[src/rtl/regd.sv]
// rtl/regd.sv - 1-to-4 demultiplexing register bank with valid/ready intake
// Words steer to qa..qd by {c1,c2} or a round-robin pointer; per-channel valid/ack.
module regd #(
    parameter int WIDTH = 4,
    parameter int CNTW  = 8
) (
    input  logic             clk,
    input  logic             rst_n,
    input  logic [WIDTH-1:0] d,
    input  logic             valid,
    output logic             ready,
    input  logic             c1,
    input  logic             c2,
    input  logic             auto,
    output logic [WIDTH-1:0] qa,
    output logic [WIDTH-1:0] qb,
    output logic [WIDTH-1:0] qc,
    output logic [WIDTH-1:0] qd,
    output logic             va,
    output logic             vb,
    output logic             vc,
    output logic             vd,
    input  logic             acka,
    input  logic             ackb,
    input  logic             ackc,
    input  logic             ackd,
    output logic [1:0]       ptr,
    output logic [CNTW-1:0]  stall_cnt
);

    logic [3:0][WIDTH-1:0] q_q, q_d;
    logic [3:0]            v_q, v_d;
    logic [3:0]            ack;
    logic [1:0]            ptr_q, ptr_d;
    logic [1:0]            dest;
    logic [CNTW-1:0]       stall_q, stall_d;
    logic                  accept;

    assign ack = {ackd, ackc, ackb, acka};

    always_comb begin
        dest    = auto ? ptr_q : {c1, c2};
        // An ack on the destination frees the slot this cycle, giving one word per cycle.
        ready   = ~v_q[dest] | ack[dest];
        accept  = valid & ready;
        q_d     = q_q;
        v_d     = v_q & ~ack;
        ptr_d   = ptr_q;
        stall_d = stall_q;
        if (accept) begin
            q_d[dest] = d;
            v_d[dest] = 1'b1;
            if (auto) begin
                ptr_d = ptr_q + 2'd1;
            end
        end
        if (valid && !ready && (stall_q != {CNTW{1'b1}})) begin
            stall_d = stall_q + 1'b1;
        end
    end

    always_ff @(posedge clk or negedge rst_n) begin
        if (!rst_n) begin
            q_q     <= '0;
            v_q     <= '0;
            ptr_q   <= '0;
            stall_q <= '0;
        end else begin
            q_q     <= q_d;
            v_q     <= v_d;
            ptr_q   <= ptr_d;
            stall_q <= stall_d;
        end
    end

    assign qa        = q_q[0];
    assign qb        = q_q[1];
    assign qc        = q_q[2];
    assign qd        = q_q[3];
    assign va        = v_q[0];
    assign vb        = v_q[1];
    assign vc        = v_q[2];
    assign vd        = v_q[3];
    assign ptr       = ptr_q;
    assign stall_cnt = stall_q;

endmodule

[config.mk]
export PLATFORM = sky130hd
export DESIGN_NAME = regd
export DESIGN_NICKNAME = d
export VERILOG_FILES = /design/src/rtl/regd.sv
export SDC_FILE = /design/constraint.sdc
export NUM_CORES = 1
export LEC_CHECK = 0
export ABC_AREA = 0
export BUFFER_PORTS_ARGS = -buffer_cell sky130_fd_sc_hd__buf_2
export CORE_MARGIN = 5
export CORE_UTILIZATION = 44
export CTS_BUF_LIST = sky130_fd_sc_hd__clkbuf_16
export CTS_CLUSTER_SIZE = 24
export DETAILED_ROUTE_END_ITERATION = 7
export PLACE_DENSITY = 0.78
export SYNTH_ARGS = -nofsm -noshare
export SYNTH_HDL_FRONTEND = slang
export SYNTH_SLANG_ARGS = --single-unit
export TNS_END_PERCENT = 30
[constraint.sdc]
create_clock -name clk -period 1.8 [get_ports clk]
set_input_delay 0.18 -clock clk [delete_from_list [all_inputs] [get_ports clk]]
set_output_delay 0.18 -clock clk [all_outputs]
set_load 0.05 [all_outputs]
==> summary.md, run 1 <==
| Metric | Value |
|---|---|
| Non-Filler Instances | 190 |
| Cell Area, Synth | between 1000 and 1500 um^2 |
| Synth Warn # | 0 |
| Drt first pass iters | 3 |
| Global placement routability congestion | 0.820 |
| Clock power frac | a little under a quarter |
| Core area | 2810 um^2 |
| Die W | 64.7 um |
| # diodes | 0 |
| Starting DRT DRC Count | 24 |
| H-tree levels | 2 |
| FMAX | 567 MHz |
| Synth Area per Inst | 13.3 um^2 |
| Hpwl dp | 2130 um |
| Slew Limit Fails | 0 |
| RSZ-0062 raised after global routing | yes |
| Routed len/inst | 15.4 um |
| Slew HR | 55.9% |
| Met3 Usage GRT | approximately 7.1% |
| Final WL | 2940 um |
| Met2 Usage GRT | 27.6% |
| Nets | 173 |
| CTS buffer count | 5 |
| Via-to-Cell Ratio | 5.17 |
| Gr ovfl total | 0 |
| Io pins | 45 |
| Initial core utilization | 47.0% |
| Final Hold Viols | 0 |
| Crit end category | register |
| Mapped Nets | 114 |
| Die Footprint | about 4200 um^2 |
| Sink count of the clock tree | 30 |
| Port Buffers | 44 |
| Gr busiest metal | met2 |
| Worst-Margin Slew | 661 ps |
| Worst skew pair latency | 270 ps |
| Floorplan row count | 19 |
| Worst Path Required | between 1500 and 2000 ps |
| Clock buffer depth | 2 |
| Critical path data arrival time | roughly 1900 ps |
| Gate Count Post-Synth | 99 |
| CTS tree | done |
| Post-synthesis sequential area ratio | between 50% and 60% |
| Total number of vias | 983 |
| DR DRC count | 0 |
| VDD IR max | 0.00137 V |
| M1 GR Usage | 17.7% |
| Post-synthesis cell type count | 25 |
| Number of global-route vias before repair | 1055 |
| Filler instances | between 200 and 250 |
| P_leak | 0.915 nW |
| Dpl cells | 178 |
| WS Path Type | reg -> reg |
| P_int | 0.00213 W |
| Tcrit/Tclk final | 97.9% |
| Commonest register cell after synthesis | dfrtp_1 |
| FFs w/ async S/R, synth | 100% |
| Most frequent cells in the layout | buf_2, dfrtp_1, mux2_2, nand2_1 |
| Gate power share | 47.7% |
| Initial antenna violation count | 0 |
| Area grow syn2layout | 41.1% |
| Sw Share | 45.3% |
| Share of cells above drive strength 1 | 59.1% |
| Root Driver | clkbuf_16 |
| Max-cap violations | 0 |
| Hold Crit Class | in -> reg |
| Most common cell after layout, fill and taps aside | buf_2 |
| Status | complete, no violations |
| Final ANT Viol Nets | 0 |
| Final hold slack | 186 ps |
| First-pass GRT wire length | slightly above 5000 um |
| Die Y-Extent | 64.7 um |
| NetSw | roughly 0.0018 W |
| Flop pwr share | 28.7% |
| Largest net degree at the start of global routing | 31 |
| Crit Path Max Fanout | 4 |
| Pwr/cell area | ~2100 nW/um^2 |
| Final min period | 1760 ps |
| CP Launch Type | register |
| Layout Skew | 4.03 ps |
| Total GRT Usage | 16.2% |
| Worst-path clk slew | 50 ps |
| Number of synthesized flops with an enable pin | 0 |
| Fin util | 66.3% |
| Register bit count reported by yosys | 30 |
| Setup violators final | 0 |
## synth_stat cells (3+ instances only)
master	n	area (um^2)
dfrtp_1	30	751
nand4_1	4	25.0
nand2_1	10	37.5
or2b_2	4	35.0
mux2i_1	3	30.0
nand3_1	4	20.0
xnor2_1	6	52.6
a21oi_1	3	15.0
and3_1	3	18.8
mux2_2	17	191
## timing repair
item                                    in CTS  in global routing
endpoints found under the setup margin       1                  9
resized for setup                            2                  3
buffers inserted                             2                  1
endpoints found under the hold margin       30                  0
hold buffers                                 1                  0
## per-layer routing
layer  vias to the layer above  wire (um)
met2                        24       1520
li1                        475          -
met4                         0         42
met1                       478       1200
met5                         -          0
met3                         6        165
## cells by family (layout without fill, tap and decap cells)
family	count (synthesis)	after routing	synth area share, %
buffers and inverters	0	60	0
AO/OA/AOI/OAI	7	7	4.74
AND/OR/NAND/NOR	33	33	14.6
flip-flops	30	30	56.9
multiplexers	22	22	18.8
adder cells (fa/ha/maj)	1	1	0.949
XOR/XNOR	6	6	3.98
## state kept, by name, summed over array words and instances, names as in the netlist
signal,cells
qd,4
stall_cnt,8
qa,4
qb,4
v_q,4
ptr,2
qc,4
## worst max-delay path: stages (launching register included)
cell and delay (ps):
dfrtp_2 420, mux2i_4 230, mux2_4 360, o2bb2ai_4 170
nand4_1 140, mux2_4 320
## stage by stage
step	instance area, um^2	setup WS (ps)	setup TNS (ps)	power, W
detailed placement	1640	72.6	0	0.00293
floorplan	1350	-70.1	-70.1	0.00248
global placement	1640	122	0	0.00290
finish	1860	37.1	0	0.00389
CTS	1840	12.4	0	0.00391
global route	1860	-48.4	-322	0.00408
## cell type report
| type | count | area, um^2 | area share, % |
|---|---|---|---|
| Tap cell | 31 | 38.8 | 2.08 |
| Multi-Input combinational cell | 69 | 606 | 32.5 |
| Sequential cell | 30 | 758 | 40.8 |
| Clock inverter | 3 | 40.0 | 2.15 |
| Clock buffer | 5 | 125 | 6.72 |
| Timing Repair Buffer | 52 | 293 | 15.7 |
## worst paths after layout
check,start,to,slack (ps),depth (start not counted)
worst max-delay path,ptr[1]$_DFFE_PN0P_,stall_cnt[6]$_DFFE_PN0P_,40,5
worst min-delay path,d[0],qb[0]$_DFFE_PN0P_,190,2
worst max register to register,ptr[1]$_DFFE_PN0P_,stall_cnt[6]$_DFFE_PN0P_,40,5
worst min register to register,ptr[0]$_DFFE_PN0P_,ptr[0]$_DFFE_PN0P_,490,1
max in group asynchronous,rst_n,v_q[0]$_DFF_PN0_,850,2
min in group asynchronous,rst_n,stall_cnt[3]$_DFFE_PN0P_,480,2
## power by group through the flow
stage	clock, W	sequential (W)	combinational (W)
floorplan	0	0.00205	0.000435
global placement	0	0.00111	0.00179
detailed placement	0	0.00113	0.00180
CTS	0.000929	0.00112	0.00186
global route	0.000985	0.00115	0.00195
finish	0.000916	0.00112	0.00185
Note: power is estimated with default switching activity, not from simulation.
==> run 2: changes to the inputs <==
--- a/config.mk
+++ b/config.mk
@@ -5,14 +5,14 @@
 export SDC_FILE = /design/constraint.sdc
 export NUM_CORES = 1
 export LEC_CHECK = 0
-export ABC_AREA = 0
+export ABC_AREA = 1
 export BUFFER_PORTS_ARGS = -buffer_cell sky130_fd_sc_hd__buf_2
 export CORE_MARGIN = 5
-export CORE_UTILIZATION = 44
+export CORE_UTILIZATION = 46
 export CTS_BUF_LIST = sky130_fd_sc_hd__clkbuf_16
 export CTS_CLUSTER_SIZE = 24
 export DETAILED_ROUTE_END_ITERATION = 7
-export PLACE_DENSITY = 0.78
+export PLACE_DENSITY = 0.79
 export SYNTH_ARGS = -nofsm -noshare
 export SYNTH_HDL_FRONTEND = slang
 export SYNTH_SLANG_ARGS = --single-unit
==> run 2 against run 1 <==
Sequential power is essentially flat; combinational power hardly changed; power is 4.2% lower; sequential share of layout area shrank 2.3 points; critical path type is now reg -> out; sequential cell count did not move; clock-buffer cell count stayed put; clock power shrank 16%; highest routed layer unchanged; non-clock buffer count is 3 lower; register-to-register slack better by 80 ps; core utilization decreased by 3.2 points; die area grew 8.6%.
==> summary.md, run 2 <==
| Metric | Value |
|---|---|
| Initial core utilization | 49.0% (+2.0 points) |
| Worst skew pair latency | 270 ps (about the same) |
| Reg-to-reg endpoint | stall_cnt[2]$_DFFE_PN0P_ |
| Gate Count Post-Synth | 186 (+88%) |
| Area of the multi-input gates | 691 um^2 (+14%) |
| RSZ-0062 raised after global routing | no |
| Gr ovfl total | 0 (unchanged) |
| Post-Layout Inst Area | 1960 um^2 (+5.3%) |
| P_leak | 1.11 nW (+21%) |
| NetSw | 0.00188 W (+6.9%) |
| Total GRT Usage | 19.2% (+3.0 points) |
| Io pins | 45 (unchanged) |
| FFs w/ async S/R, synth | 100% (unchanged) |
| Worst-Margin Slew | 663 ps (+2.13 ps) |
| Worst R2R Setup Slack | 120 ps (+80 ps) |
| Sum Neg Setup Slack | 0 ps (unchanged) |
| Drt first pass iters | 4 (+1) |
| Slew Limit Fails | 0 (unchanged) |
| Clock buffer depth | 2 (unchanged) |
| VDD IR max | 0.00128 V (-6.5%) |
| Most common cell after layout, fill and taps aside | nand2_1 |
| Total Power | 0.00373 W (-4.2%) |
| Cell Chain, Critical Path | nand2_2 -> nand2_4 -> nand2_1 -> nand2_1 -> nand2_1 -> nand2_2 -> inv_2 -> nand2_8 -> buf_6 |
| Global placement routability congestion | 0.792 (-3.5%) |
| Simple-Gate Fraction of Synth Area | 39.1% (+24 points) |
| Hpwl dp | 2690 um (+27%) |
| Leading area contributor after synthesis | dfrtp_1 |
| Root Driver | clkbuf_16 |
| Commonest register cell after synthesis | dfrtp_1 |
| Core area | 3100 um^2 (+11%) |
| Post-synthesis cell type count | 16 (-36%) |
| Area grow syn2layout | 28.9% |
| Starting DRT DRC Count | 115 (+380%) |
| Routed len/inst | 13.3 um (-14%) |
| Post-synth top cells | nand2_1, dfrtp_1, nand4_1 |
| Largest register FFs | 8 (unchanged) |
| Number of global-route vias before repair | 1350 (+28%) |
| Sw Share | 50.5% (+5.2 points) |
| Synth Area in XOR/XNOR | 3.46% (-0.53 points) |
| CTS buffer count | 5 (unchanged) |
| Slowest CP cell | dfrtp_1 |
| Mapped Nets | 201 (+76%) |
| Nets | 252 (+46%) |
| Share of cells above drive strength 1 | 28.6% (-31 points) |
| Setup violators final | 0 (unchanged) |
| Pwr/cell area | 1900 nW/um^2 (-9.0%) |
| CTS tree | done |
| Met2 Usage GRT | 28.3% (+0.72 points) |
| Critical path data arrival time | 1530 ps (-380 ps) |
| Met3 Usage GRT | 6.66% (-0.43 points) |
| Status | complete, no violations |
| WS Path Type | reg -> out |
| Gate power share | 49.8% (+2.1 points) |
| Worst-path clk slew | 50 ps (about the same) |
| DR DRC count | 0 (unchanged) |
| Worst R2R Start | stall_cnt[0]$_DFFE_PN0P_ |
| Die Y-Extent | 67.5 um (+4.2%) |
| Synth Warn # | 0 (unchanged) |
| Largest net degree at the start of global routing | 31 (unchanged) |
| Filler instances | 296 (+29%) |
| Cell Area, Synth | 1520 um^2 (+15%) |
| Sink count of the clock tree | 30 (unchanged) |
| Final min period | 1710 ps (-52.5 ps) |
| Most used cell, CP | nand2_1 |
| Synth Area in Compound Gates | 1.32% (-3.4 points) |
| Hold path endpoint | v_q[3]$_DFF_PN0_ |
| Placed Area | 1790 um^2 (+8.9%) |
| FMAX | 585 MHz (+3.1%) |
| Worst Path Required | 1620 ps (-330 ps) |
| Number of synthesized flops with an enable pin | 0 (unchanged) |
| Post-synthesis sequential area ratio | 49.4% (-7.5 points) |
| Floorplan row count | 20 (+1) |
| Port Buffers | 44 (unchanged) |
| Gr busiest metal | met2 |
| Initial antenna violation count | 0 (unchanged) |
| Top post-synthesis cells by area | dfrtp_1, nand2_1, nand4_1, nand3_1, xor2_1 |
| Clock power frac | 20.7% (-2.9 points) |
| Storage cell area | 753 um^2 (-0.66%) |
| Via-to-Cell Ratio | 4.99 (-3.6%) |
| Flop pwr share | 29.5% (+0.8 points) |
| Slew HR | 55.8% (-0.14 points) |
| Synth Area per Inst | 8.17 um^2 (-39%) |
| Final Hold Viols | 0 (unchanged) |
| Main combinational cell family by area after synthesis | simple AND/OR/NAND/NOR gates |
| Fraction of the mapped netlist area in adder cells | 0.823% (-0.13 points) |
| CP Launch Type | register |
| Cell with the most instances after synthesis | nand2_1 |
| M1 GR Usage | 25.8% (+8.0 points) |
| Total number of vias | 1407 (+43%) |
| Final WL | 3750 um (+28%) |
| Crit Path Max Fanout | 17 (+13) |
| Layout Skew | 3.38 ps (-0.651 ps) |
| Critical Path Max Stage Delay | 390 ps (-30 ps) |
| Die Footprint | 4550 um^2 (+8.6%) |
| Hold Crit Depth | 2 (unchanged) |
| Hold Path Origin | ackd |
| Mux share of post-synthesis cell area | 0% (-19 points) |
| # diodes | 0 (unchanged) |
| Crit end category | output port |
| Die W | 67.5 um (+4.2%) |
| Hold Crit Class | in -> reg |
| Tcrit/Tclk final | 95.0% (-2.9 points) |
| Max-cap violations | 0 (unchanged) |
| Register bit count reported by yosys | 30 (unchanged) |
| Most frequent cells in the layout | nand2_1, buf_2, dfrtp_1, nand4_1, inv_1 |
| H-tree levels | 2 (unchanged) |
| Yosys top cell area share | 49.4% (-7.5 points) |
| Worst reg2reg path depth | 9 (+4) |
| P_int | 0.00184 W (-13%) |
| First-pass GRT wire length | 6330 um (+25%) |
| Final ANT Viol Nets | 0 (unchanged) |
run 2: cell count changes after synthesis, sizes merged, moves of 4 or more:
cell,previous run,this run
inv,0,15
nor2,1,8
nand4,4,27
nand3,4,12
xor2,0,6
mux2,19,0
nand2,10,78
or2b,5,0
and3,4,0
xnor2,6,0
run 2: worst max-delay path by stage:
stage,from,slack (ps),endpoint,cells after the start
3_5_place_dp,ptr[0]$_DFFE_PN0P_,150,qd[2]$_DFFE_PN0P_,11
6_report,ptr[0]$_DFFE_PN0P_,90,ready,9
5_1_grt,ptr[0]$_DFFE_PN0P_,0.2,ready,9
2_1_floorplan,stall_cnt[0]$_DFFE_PN0P_,10,stall_cnt[6]$_DFFE_PN0P_,9
4_1_cts,ptr[1]$_DFFE_PN0P_,10,ready,8
3_3_place_gp,ptr[0]$_DFFE_PN0P_,160,qd[0]$_DFFE_PN0P_,11
run 2: power by group through the flow:
stage          Clock, W  Combinational (W)  Sequential [W]
3_3_place_gp          0            0.00178         0.00110
4_1_cts        0.000788            0.00185         0.00110
5_1_grt        0.000826            0.00198         0.00113
2_1_floorplan         0           0.000524         0.00197
6_report       0.000773            0.00185         0.00110
3_5_place_dp          0            0.00180         0.00111
run 2: cell type report:
type                            count  share of cell area (%)
Clock buffer                        5                    6.39
Timing Repair Buffer               49                    13.6
Sequential cell                    30                    38.4
Inverter                           15                    2.87
Tap cell                           44                    2.81
Clock inverter                      3                   0.639
Multi-Input combinational cell    136                    35.2
run 2: per-stage QoR:
stage / cells / setup WS, ps / hold WS (ps) / utilization [%]
floorplan: 186 / 10.2 / -116 / -
global placement: 272 / 158 / 257 / 57.6
detailed placement: 272 / 148 / 258 / 57.6
CTS: 282 / 10.1 / 92.6 / 62.8
global route: 282 / 0.240 / 95.6 / 63.1
finish: 282 / 89.6 / 96.4 / 63.1
run 2: routing by layer:
layer / share of wire [%] / up-vias
met3: 6.8 / 6
li1: - / 719
met4: 1.5 / 0
met2: 47 / 33
met5: 0 / -
met1: 45 / 649
run 2: kinds of logic after synthesis:
group / Yosys count
buffers and inverters: 20
adders and majority gates: 1
xor gates and xnor gates: 6
AOI/OAI and AO/OA: 4
and+or+nand+nor: 125
DFF: 30
run 2: what timing repair did:
item                                    CTS  global route
hold endpoints to repair                 30             0
endpoints found under the setup margin    1             8
gates resized for setup                   2             2
buffers inserted                          1             0
hold buffers                              1             0
cloned                                    0             0
run 2: critical path, delay by kind of cell, from the launching register on:
family	cells	cell delay, ps
buffers and inverters	2	280
flip-flops	1	390
AND/OR/NAND/NOR	7	570
==> run 3: changes to the inputs <==
--- a/config.mk
+++ b/config.mk
@@ -7,6 +7,7 @@
 export LEC_CHECK = 0
 export ABC_AREA = 1
 export BUFFER_PORTS_ARGS = -buffer_cell sky130_fd_sc_hd__buf_2
+export CORE_ASPECT_RATIO = 1.1
 export CORE_MARGIN = 5
 export CORE_UTILIZATION = 46
 export CTS_BUF_LIST = sky130_fd_sc_hd__clkbuf_16
==> run 3 against run 2 <==
Clock power fell by 2.8%; sequential cell count did not move; setup slack improved by 3.3 ps; fmax rose by 0.20%; largest power group unchanged.
==> summary.md, run 3 (synthesis results as in run 2) <==
| Metric | Value |
|---|---|
| Status | complete, no violations |
| Gate power share | 50.4% (+0.6 points) |
| DR DRC count | 0 (unchanged) |
| Worst R2R Start | ptr[0]$_DFFE_PN0P_ |
| Initial antenna violation count | 0 (unchanged) |
| VDD IR max | 0.00108 V (-16%) |
| Final min period | 1710 ps (-3.34 ps) |
| Largest net degree at the start of global routing | 31 (unchanged) |
| Die Footprint | 4560 um^2 (about the same) |
| Setup violators final | 0 (unchanged) |
| Critical path data arrival time | 1530 ps (about the same) |
| CTS buffer count | 5 (unchanged) |
| Layout Skew | 1.25 ps (-2.12 ps) |
| H-tree levels | 2 (unchanged) |
| Share of cells above drive strength 1 | 28.9% (+0.30 points) |
| Max-cap violations | 0 (unchanged) |
| P_int | 0.00185 W (+0.19%) |
| Initial core utilization | 46.4% (-2.6 points) |
| Hold Crit Depth | 2 (unchanged) |
| Tcrit/Tclk final | 94.8% (-0.19 points) |
| Largest register FFs | 8 (unchanged) |
| Worst skew pair latency | 270 ps (about the same) |
| Gr ovfl total | 0 (unchanged) |
| P_leak | 1.13 nW (+1.8%) |
| Slew Limit Fails | 0 (unchanged) |
| Starting DRT DRC Count | 106 (-7.8%) |
| Hold path endpoint | v_q[3]$_DFF_PN0_ |
| Worst Path Required | 1620 ps (about the same) |
| Worst R2R Setup Slack | 240 ps (+120 ps) |
| Final ANT Viol Nets | 0 (unchanged) |
| Area grow syn2layout | 29.9% |
| Clock buffer depth | 2 (unchanged) |
| Drt first pass iters | 4 (unchanged) |
| Hold Crit Class | in -> reg |
| Worst reg2reg path depth | 10 (+1) |
| Final WL | 3770 um (+0.45%) |
| Number of global-route vias before repair | 1425 (+5.6%) |
| Die W | 64.8 um (-4.0%) |
| Global placement routability congestion | 0.880 (+11%) |
| Hold Path Origin | ackd |
| Slew HR | 55.1% (-0.70 points) |
| Pwr/cell area | 1890 nW/um^2 (-0.72%) |
| CP Launch Type | register |
| Place WS | 89.1 ps (-58.5 ps) |
| Nets | 254 (+0.79%) |
| Placed Area | 1780 um^2 (-0.56%) |
| Port Buffers | 44 (unchanged) |
| Flop pwr share | 29.5% (about the same) |
| Final Hold Viols | 0 (unchanged) |
| Total number of vias | 1444 (+2.6%) |
| Crit Path Max Fanout | 12 (-5) |
| First-pass GRT wire length | 6490 um (+2.4%) |
| Most frequent cells in the layout | nand2_1, buf_2, dfrtp_1, nand4_1, inv_1 |
| Io pins | 45 (unchanged) |
| Sum Neg Setup Slack | 0 ps (unchanged) |
| Crit end category | output port |
| Die Y-Extent | 70.3 um (+4.2%) |
| Reg-to-reg endpoint | v_q[2]$_DFF_PN0_ |
| Final Worst Setup Slack | 93.0 ps (+3.34 ps) |
| Post-Layout Inst Area | 1970 um^2 (+0.77%) |
| Worst-Margin Slew | 674 ps (+10.5 ps) |
| Root Driver | clkbuf_16 |
| Floorplan row count | 22 (+10%) |
| Most common cell after layout, fill and taps aside | nand2_1 |
| Hpwl dp | 2680 um (-0.62%) |
| Sw Share | 50.4% (-0.076 points) |
| # diodes | 0 (unchanged) |
| FMAX | 586 MHz (+0.20%) |
| Via-to-Cell Ratio | 5.25 (+5.2%) |
| Sink count of the clock tree | 30 (unchanged) |
| Total GRT Usage | 18.3% (-0.93 points) |
| Routed len/inst | 13.7 um (+3.0%) |
| Worst-path clk slew | 50 ps (about the same) |
| CTS tree | done |
| Core area | 3280 um^2 (+5.6%) |
| Clock power frac | 20.1% (-0.6 points) |
| WS Path Type | reg -> out |
| NetSw | 0.00188 W (-0.11%) |
[run 3: cell types whose count changed in the layout (fill, tap and decap cells not counted)]
cell	before	now
buf_4	4	5
nand2_2	4	3
buf_6	1	0
inv_4	0	1
buf_8	0	1
nand2_4	2	4
inv_2	3	2
clkinv_2	1	0
clkinv_1	1	0
inv_1	13	14
[run 3: what timing repair did]
| item | in CTS | in global routing |
|---|---|---|
| cloned | 0 | 1 |
| endpoints found under the hold margin | 30 | 0 |
| hold buffers | 1 | 0 |
| endpoints found under the setup margin | 1 | 9 |
| resized for setup | 3 | 4 |
| pin swaps | 0 | 1 |
| buffers inserted | 1 | 1 |
[run 3: how the worst max path moves through the flow]
stage                                           to                     start  cells after the start
after floorplan           stall_cnt[6]$_DFFE_PN0P_  stall_cnt[0]$_DFFE_PN0P_                      9
after global placement           qa[3]$_DFFE_PN0P_        ptr[0]$_DFFE_PN0P_                     11
after detailed placement         qa[0]$_DFFE_PN0P_        ptr[0]$_DFFE_PN0P_                     11
after CTS                                    ready        ptr[1]$_DFFE_PN0P_                      8
after global routing                         ready        ptr[0]$_DFFE_PN0P_                      9
final                                        ready        ptr[0]$_DFFE_PN0P_                      9
[run 3: worst max-delay path, cell delays in order, from the launching register on]
cell     delay [ps]
dfrtp_1         410
nand2_4         100
nand2_4          80
nand2_1          60
nand2_1          50
nand2_1          80
nand2_2         100
inv_4           120
nand2_8          90
buf_8           170
[run 3: per-stage QoR]
stage	hold slack (ps)	util, %	total power (W)	std cells
detailed placement	256	54.2	0.00291	264
CTS	107	59.3	0.00372	273
global route	127	60.3	0.00396	275
floorplan	-116	-	0.00249	186
global placement	253	54.2	0.00288	264
finish	123	60.3	0.00373	275
[run 3: final cells by class]
cell class              instances  area (um^2)
well taps                      36         45.0
clock buffers                   5          125
flip-flops and latches         30          753
clock inverters                 2         7.51
fillers                       292         1300
repair buffers                 50          278
inverters                      15         58.8
multi-input cells             137          707
[run 3: layer usage]
layer	GRT usage, %	up-vias	routed length (um)	part of all wire [%]
li1	-	726	-	-
met1	23.1	661	1680	45
met2	28.4	51	1810	48
met3	5.95	6	216	5.7
met4	7.75	0	63	1.7
met5	0	-	0	0
[run 3: power by group through the flow]
stage	Sequential, W	Combinational (W)	Clock [W]
6_report	0.00110	0.00188	0.000751
5_1_grt	0.00114	0.00201	0.000812
4_1_cts	0.00109	0.00186	0.000773
3_5_place_dp	0.00111	0.00180	0
3_3_place_gp	0.00110	0.00178	0
2_1_floorplan	0.00197	0.000524	0
